## src/rtl/mux_data_source_pipe.sv

```systemverilog
`default_nettype none
// ============================================================================
//  Module   : mux_data_source_pipe
//  Purpose  : Write-back data-source selector with a registered 2-entry skid
//             buffer and a valid/ready handshake on both sides. Select codes
//             at or above N_SRC are accepted and dropped, and are reported
//             through sticky error outputs and a saturating drop counter.
//  Revision : 1.0  initial release
// ============================================================================
module mux_data_source_pipe #(
    parameter int DATA_W = 32,
    parameter int N_SRC  = 10,
    parameter int SEL_W  = 4
) (
    input  logic                    clk,
    input  logic                    reset,
    input  logic [N_SRC*DATA_W-1:0] src_data,
    input  logic [SEL_W-1:0]        sel,
    input  logic                    in_valid,
    output logic                    in_ready,
    output logic [DATA_W-1:0]       out_data,
    output logic [SEL_W-1:0]        out_sel,
    output logic                    out_valid,
    input  logic                    out_ready,
    output logic                    err_illegal,
    output logic [SEL_W-1:0]        err_sel,
    output logic [7:0]              drop_cnt,
    input  logic                    err_clr
);

    // Occupancy of the output register (OR) and skid register (SR).
    typedef enum logic [1:0] {
        S_EMPTY = 2'd0,
        S_ONE   = 2'd1,
        S_TWO   = 2'd2
    } state_t;

    localparam logic [7:0] c_DROP_MAX = 8'hFF;

    state_t              r_state;
    state_t              w_next_state;

    logic [DATA_W-1:0]   r_or_data;
    logic [SEL_W-1:0]    r_or_sel;
    logic [DATA_W-1:0]   r_sr_data;
    logic [SEL_W-1:0]    r_sr_sel;
    logic                r_out_valid;
    logic                r_in_ready;

    logic                r_err_illegal;
    logic [SEL_W-1:0]    r_err_sel;
    logic [7:0]          r_drop_cnt;

    logic [DATA_W-1:0]   w_src [N_SRC];
    logic [DATA_W-1:0]   w_sel_data;
    logic                w_sel_legal;
    logic                w_accept;
    logic                w_acc_legal;
    logic                w_acc_illegal;
    logic                w_consume;

    logic                w_load_or_in;
    logic                w_load_or_sr;
    logic                w_load_sr;

    logic                w_err_base_flag;
    logic [SEL_W-1:0]    w_err_base_sel;
    logic [7:0]          w_err_base_cnt;
    logic                w_err_illegal_nxt;
    logic [SEL_W-1:0]    w_err_sel_nxt;
    logic [7:0]          w_drop_cnt_nxt;

    // Split the flattened source bus into one word per source.
    generate
        for (genvar k = 0; k < N_SRC; k++) begin : g_src_unpack
            assign w_src[k] = src_data[k*DATA_W +: DATA_W];
        end
    endgenerate

    // Source multiplexer; out-of-range codes yield zero and are never stored.
    always_comb begin
        w_sel_data = '0;
        for (int k = 0; k < N_SRC; k++) begin
            if (sel == SEL_W'(k)) begin
                w_sel_data = w_src[k];
            end
        end
    end

    assign w_sel_legal   = (32'(sel) < N_SRC);
    assign w_accept      = in_valid && r_in_ready;
    assign w_acc_legal   = w_accept && w_sel_legal;
    assign w_acc_illegal = w_accept && !w_sel_legal;
    assign w_consume     = r_out_valid && out_ready;

    // Occupancy transitions and the load strobes for OR and SR.
    always_comb begin
        w_next_state = r_state;
        w_load_or_in = 1'b0;
        w_load_or_sr = 1'b0;
        w_load_sr    = 1'b0;
        case (r_state)
            S_EMPTY: begin
                if (w_acc_legal) begin
                    w_next_state = S_ONE;
                    w_load_or_in = 1'b1;
                end
            end
            S_ONE: begin
                if (w_acc_legal && w_consume) begin
                    w_load_or_in = 1'b1;
                end else if (w_acc_legal) begin
                    w_next_state = S_TWO;
                    w_load_sr    = 1'b1;
                end else if (w_consume) begin
                    w_next_state = S_EMPTY;
                end
            end
            S_TWO: begin
                // in_ready is low here, so only a consume can move the state.
                if (w_consume) begin
                    w_next_state = S_ONE;
                    w_load_or_sr = 1'b1;
                end
            end
            default: begin
                w_next_state = S_EMPTY;
            end
        endcase
    end

    // State register plus registered handshake flags derived from next state,
    // so in_ready has no combinational path from out_ready.
    always_ff @(posedge clk or negedge reset) begin
        if (!reset) begin
            r_state     <= S_EMPTY;
            r_out_valid <= 1'b0;
            r_in_ready  <= 1'b1;
        end else begin
            r_state     <= w_next_state;
            r_out_valid <= (w_next_state != S_EMPTY);
            r_in_ready  <= (w_next_state != S_TWO);
        end
    end

    // Output register: fresh input or the skid entry; holds otherwise.
    always_ff @(posedge clk or negedge reset) begin
        if (!reset) begin
            r_or_data <= '0;
            r_or_sel  <= '0;
        end else if (w_load_or_in) begin
            r_or_data <= w_sel_data;
            r_or_sel  <= sel;
        end else if (w_load_or_sr) begin
            r_or_data <= r_sr_data;
            r_or_sel  <= r_sr_sel;
        end
    end

    // Skid register captures the one transaction accepted while stalled.
    always_ff @(posedge clk or negedge reset) begin
        if (!reset) begin
            r_sr_data <= '0;
            r_sr_sel  <= '0;
        end else if (w_load_sr) begin
            r_sr_data <= w_sel_data;
            r_sr_sel  <= sel;
        end
    end

    // Error bookkeeping: a clear applies to the old state first, then any
    // illegal accept in the same cycle is recorded on top of the cleared state.
    always_comb begin
        w_err_base_flag   = err_clr ? 1'b0 : r_err_illegal;
        w_err_base_sel    = err_clr ? '0   : r_err_sel;
        w_err_base_cnt    = err_clr ? 8'd0 : r_drop_cnt;
        w_err_illegal_nxt = w_err_base_flag;
        w_err_sel_nxt     = w_err_base_sel;
        w_drop_cnt_nxt    = w_err_base_cnt;
        if (w_acc_illegal) begin
            w_err_illegal_nxt = 1'b1;
            if (!w_err_base_flag) begin
                w_err_sel_nxt = sel;
            end
            if (w_err_base_cnt != c_DROP_MAX) begin
                w_drop_cnt_nxt = w_err_base_cnt + 8'd1;
            end
        end
    end

    // Error registers.
    always_ff @(posedge clk or negedge reset) begin
        if (!reset) begin
            r_err_illegal <= 1'b0;
            r_err_sel     <= '0;
            r_drop_cnt    <= 8'd0;
        end else begin
            r_err_illegal <= w_err_illegal_nxt;
            r_err_sel     <= w_err_sel_nxt;
            r_drop_cnt    <= w_drop_cnt_nxt;
        end
    end

    assign in_ready    = r_in_ready;
    assign out_valid   = r_out_valid;
    assign out_data    = r_or_data;
    assign out_sel     = r_or_sel;
    assign err_illegal = r_err_illegal;
    assign err_sel     = r_err_sel;
    assign drop_cnt    = r_drop_cnt;

endmodule
`default_nettype wire

```

## config.mk

```make
export PLATFORM = sky130hd
export DESIGN_NAME = mux_data_source_pipe
export DESIGN_NICKNAME = d
export VERILOG_FILES = /design/src/rtl/mux_data_source_pipe.sv
export SDC_FILE = /design/constraint.sdc
export NUM_CORES = 1
export LEC_CHECK = 0
export ABC_AREA = 0
export CORE_ASPECT_RATIO = 0.5
export CORE_MARGIN = 10
export CORE_UTILIZATION = 25
export CTS_CLUSTER_DIAMETER = 60
export DETAILED_ROUTE_END_ITERATION = 10
export SLEW_MARGIN = 30
export SYNTH_ARGS = -nofsm -noshare
export SYNTH_HDL_FRONTEND = slang
export SYNTH_SLANG_ARGS = --single-unit
```

## constraint.sdc

```tcl
create_clock -name clk -period 2.3 [get_ports clk]
set_input_delay 0.23 -clock clk [delete_from_list [all_inputs] [get_ports clk]]
set_output_delay 0.23 -clock clk [all_outputs]
set_load 0.05 [all_outputs]
```

==> summary.md, run 1 <==
| Metric | Value |
|---|---|
| RePlAce Congestion | `0.8508` |
| Initial antenna violation count | `3` |
| Clock Path Buffers | `2` |
| Syn Nets | `1223` |
| Crit path max-delay cell type | `clkdlybuf4s50_1` |
| Final setup margin | `0.2784 ns` |
| Setup TNS Final | `0 ns` |
| Clock Pin Slew Worst Setup and Hold Paths | `0.06 ns` |
| Sequential fraction of the synthesis area | `31.31%` |
| Initial DRC Count | `490` |
| CTS Sinks | `89` |
| Clk root buf | `clkbuf_16` |
| Final Critical Period | `2.022 ns` |
| Adder-cell share of the synthesized area | `0.1758%` |
| Vias in the first global route | `9057` |
| Critical Path End Type | `flip-flop` |
| Share of layout cells above drive strength 1 | `7.772%` |
| Cell repeated most along the worst path | `buf_12` |
| Syn_area_per_cell | `7.970 µm²` |
| Post-synthesis compound-gate area fraction | `24.30%` |
| Core footprint | `27870 µm²` |
| RSZ-0062 raised after global routing | `no` |
| Outcome | `finished, final reports clean` |
| Die Wd | `258.6 µm` |
| Peak supply drop | `0.0004390 V` |
| Crit share post-route | `87.90%` |
| Mux share of post-synthesis cell area | `12.64%` |
| Global-route wire length before repair | `55670 µm` |
| Final slew viol count | `0` |
| Crit Path Class | `input pin to flip-flop` |
| Slew headroom | `54.65%` |
| Hold Path Depth | `2` |
| Pwr/cell area | `789.2 nW/µm²` |
| Rows | `43` |
| Residual DRC | `0` |
| Leak | `4.800 nW` |
| WP data arrival | `2.29 ns` |
| Simple-gate share of the synthesized area | `24.37%` |
| Worst-path fanout max | `34` |
| Setup Skew | `0.005511 ns` |
| Max frequency | `494.7 MHz` |
| Htree depth | `3` |
| Top cell type's share of synthesized area | `30.94%` |
| Placement Setup Slack | `-0.07912 ns` |
| All-layer global routing usage | `19.94%` |
| CTS tree | `done` |
| DR pass1 iterations | `7` |
| Synth-to-layout area growth | `66.67%` |
| Largest family of logic cells by synthesized area | `simple AND/OR/NAND/NOR gates` |
| Setup crit start kind | `input pin` |
| Ys async rst share | `100.0%` |
| Inserted Clock Buffers | `9` |
| Post-synth top area cell | `dfrtp_1` |
| Number of synthesized flops with an enable pin | `0` |
| Detail Route Antenna Nets | `0` |
| Placed cells | `1627` |
| Die H | `139.3 µm` |
| Vias per inst | `5.120` |
| WL/cell | `22.85 µm` |
| Via count | `8427` |
| Worst Hold Class | `input pin to flip-flop` |
| Synth cell types | `58` |
| Largest net degree at the start of global routing | `52` |
| Boundary Pins | `380` |
| IO Port Bufs | `379` |
| Synth Register Bits | `89` |
| Finish-stage setup viols | `0` |
| Cells along the critical path | `clkdlybuf4s50_1, buf_4, o21ai_1, nand3_1, nor3_4, buf_12, buf_12, nor2_1, a21oi_1` |
| Drt total wl | `37610 µm` |
| FF-to-FF setup slack | `0.52 ns` |
| Maximum Capacitance Violations | `0` |
| Fin cells | `1646` |
| Fin nets | `1587` |
| Max stage delay on crit path | `0.57 ns` |
| FF-to-FF path depth | `6` |
| Worst-Margin Slew | `0.6802 ns` |
| Tot Pwr | `9.362 mW` |
| Total gr overflow | `0` |
| DP Area | `11510 µm²` |
| Skew-Pair Late Insertion Delay | `0.35 ns` |
| Mapped Area | `7117 µm²` |
| Final HPWL DP | `30630 µm` |
| Final-report hold violation count | `0` |
| Post-route cell area | `11860 µm²` |
| Ys Warns | `0` |
| Synthesized instance count | `893` |
| Die area | `36030 µm²` |
| Worst path required time | `2.57 ns` |
| Synth Area in XOR/XNOR | `0.4923%` |
| Ys flop type | `dfrtp_1` |
| Initial Util | `25.54%` |
| Area contributors post-synth | `dfrtp_1 (31%), mux2i_1 (12%), o22ai_1 (6.9%)` |
## power by group
part	internal [mW]	leakage, nW	total [mW]	switching [mW]
Clock	1.04	0.162	1.63	0.594
Combinational	2.08	3.57	4.98	2.90
Sequential	2.28	1.06	2.75	0.470
## area by class of cell
type / count / area [µm²]
flip-flops and latches: 89 / 2228
clock inverters: 2 / 60.06
inverters: 14 / 52.55
clock buffers: 13 / 270.3
well taps: 382 / 478.0
repair buffers: 433 / 4340
fillers: 2862 / 16010
diodes: 3 / 7.507
multi-input cells: 710 / 4424
## worst max-delay path: cells and delay by family
kind                   cells  cell delay [ns]
AND/OR/NAND/NOR            3             0.54
buffers and inverters      4             1.26
AO/OA/AOI/OAI              2             0.21
## stage by stage
| step | utilization (%) | hold slack [ns] |
|---|---|---|
| finish | 42.56 | 0.3921 |
| global route | 42.56 | 0.3974 |
| CTS | 42.53 | 0.3744 |
| detailed placement | 41.31 | 0.3140 |
| global placement | 41.31 | 0.3016 |
| floorplan | - | -0.06559 |
## placed cells by master, fill, tap and decap left out, drive strengths merged, types with 5 or more instances in the layout
cell type | synthesis | layout
o32a | 27 | 27
a22oi | 7 | 7
and3 | 53 | 53
clkbuf | 23 | 13
dfrtp | 88 | 88
o21a | 7 | 7
o21ai | 19 | 19
o31ai | 5 | 5
nor2 | 117 | 117
nand4b | 6 | 6
mux2 | 7 | 7
nand3 | 5 | 5
a31oi | 17 | 17
mux2i | 82 | 82
a21oi | 77 | 77
nor2b | 37 | 37
o22ai | 79 | 79
nand2 | 106 | 106
nor3 | 7 | 7
clkdlybuf4s50 | 0 | 375
inv | 14 | 14
buf | 57 | 57
nand2b | 8 | 8
## logic make-up after synthesis
kind of cell / Yosys count
compound gates: 261
xor+xnor: 4
fa+ha+maj: 1
buf+inv: 94
flops: 89
mux: 89
simple gates: 355
## cells in the mapped netlist (all sizes together), types with 4 or more instances
cell type	number
nand2b	8
buf	57
nor2b	37
a21o	4
inv	14
nor3	7
mux2i	82
or3b	4
a22oi	7
o21a	7
o21ai	19
a21oi	77
o31ai	5
dfrtp	88
and3	53
o22ai	79
nor2	117
nand3	5
clkbuf	23
nand2	106
nand4b	6
mux2	7
o32a	27
a31oi	17
## worst paths after layout
| check | start | end |
|---|---|---|
| worst min register to register | out_sel[1]$_DFFE_PN0P_ | out_sel[1]$_DFFE_PN0P_ |
| worst min-delay path | sel[0] | err_sel[0]$_DFF_PN0_ |
| worst max register to register | r_state[1]$_DFF_PN0_ | out_data[28]$_DFFE_PN0P_ |
| max in group asynchronous | reset | in_ready$_DFF_PN1_ |
| min in group asynchronous | reset | out_data[7]$_DFFE_PN0P_ |
| worst max-delay path | sel[3] | r_sr_data[11]$_DFFE_PN0P_ |
## sequential cells by signal, summed over array words and instances (netlist names)
signal       count
out_sel          4
r_sr_data       32
drop_cnt         8
err_sel          4
in_ready         1
r_state          2
out_data        32
out_valid        1
r_sr_sel         4
err_illegal      1
## metal layers
metal / up-vias / routed length [µm] / GRT usage [%]
li1: 3976 / - / -
met1: 4180 / 14150 / 21.56
met2: 214 / 20840 / 38.36
met3: 57 / 1357 / 3.032
met4: 0 / 1264 / 7.574
met5: - / 0 / 0
## what timing repair did
action / 4_1_cts / 5_1_grt
setup buffers: 0 / 0
gates resized for setup: 0 / 0
hold buffers: 1 / 0
hold endpoints to repair: 48 / 0
setup endpoints to repair: 0 / 0
Note: power is estimated with default switching activity, not from simulation.
==> run 2, diff against run 1 <==
--- a/config.mk
+++ b/config.mk
@@ -6,6 +6,7 @@
 export NUM_CORES = 1
 export LEC_CHECK = 0
 export ABC_AREA = 0
+export CAP_MARGIN = 40
 export CORE_ASPECT_RATIO = 0.5
 export CORE_MARGIN = 10
 export CORE_UTILIZATION = 25
==> results of run 2 <==
Same layout as run 1: the final DEF is identical, and so are final timing and power.
==> run 3, diff against run 2 <==
--- a/config.mk
+++ b/config.mk
@@ -10,7 +10,6 @@
 export CORE_ASPECT_RATIO = 0.5
 export CORE_MARGIN = 10
 export CORE_UTILIZATION = 25
-export CTS_CLUSTER_DIAMETER = 60
 export DETAILED_ROUTE_END_ITERATION = 10
 export SLEW_MARGIN = 30
 export SYNTH_ARGS = -nofsm -noshare
==> results of run 3 <==
Same layout as run 1: the final DEF is identical, and so are final timing and power.
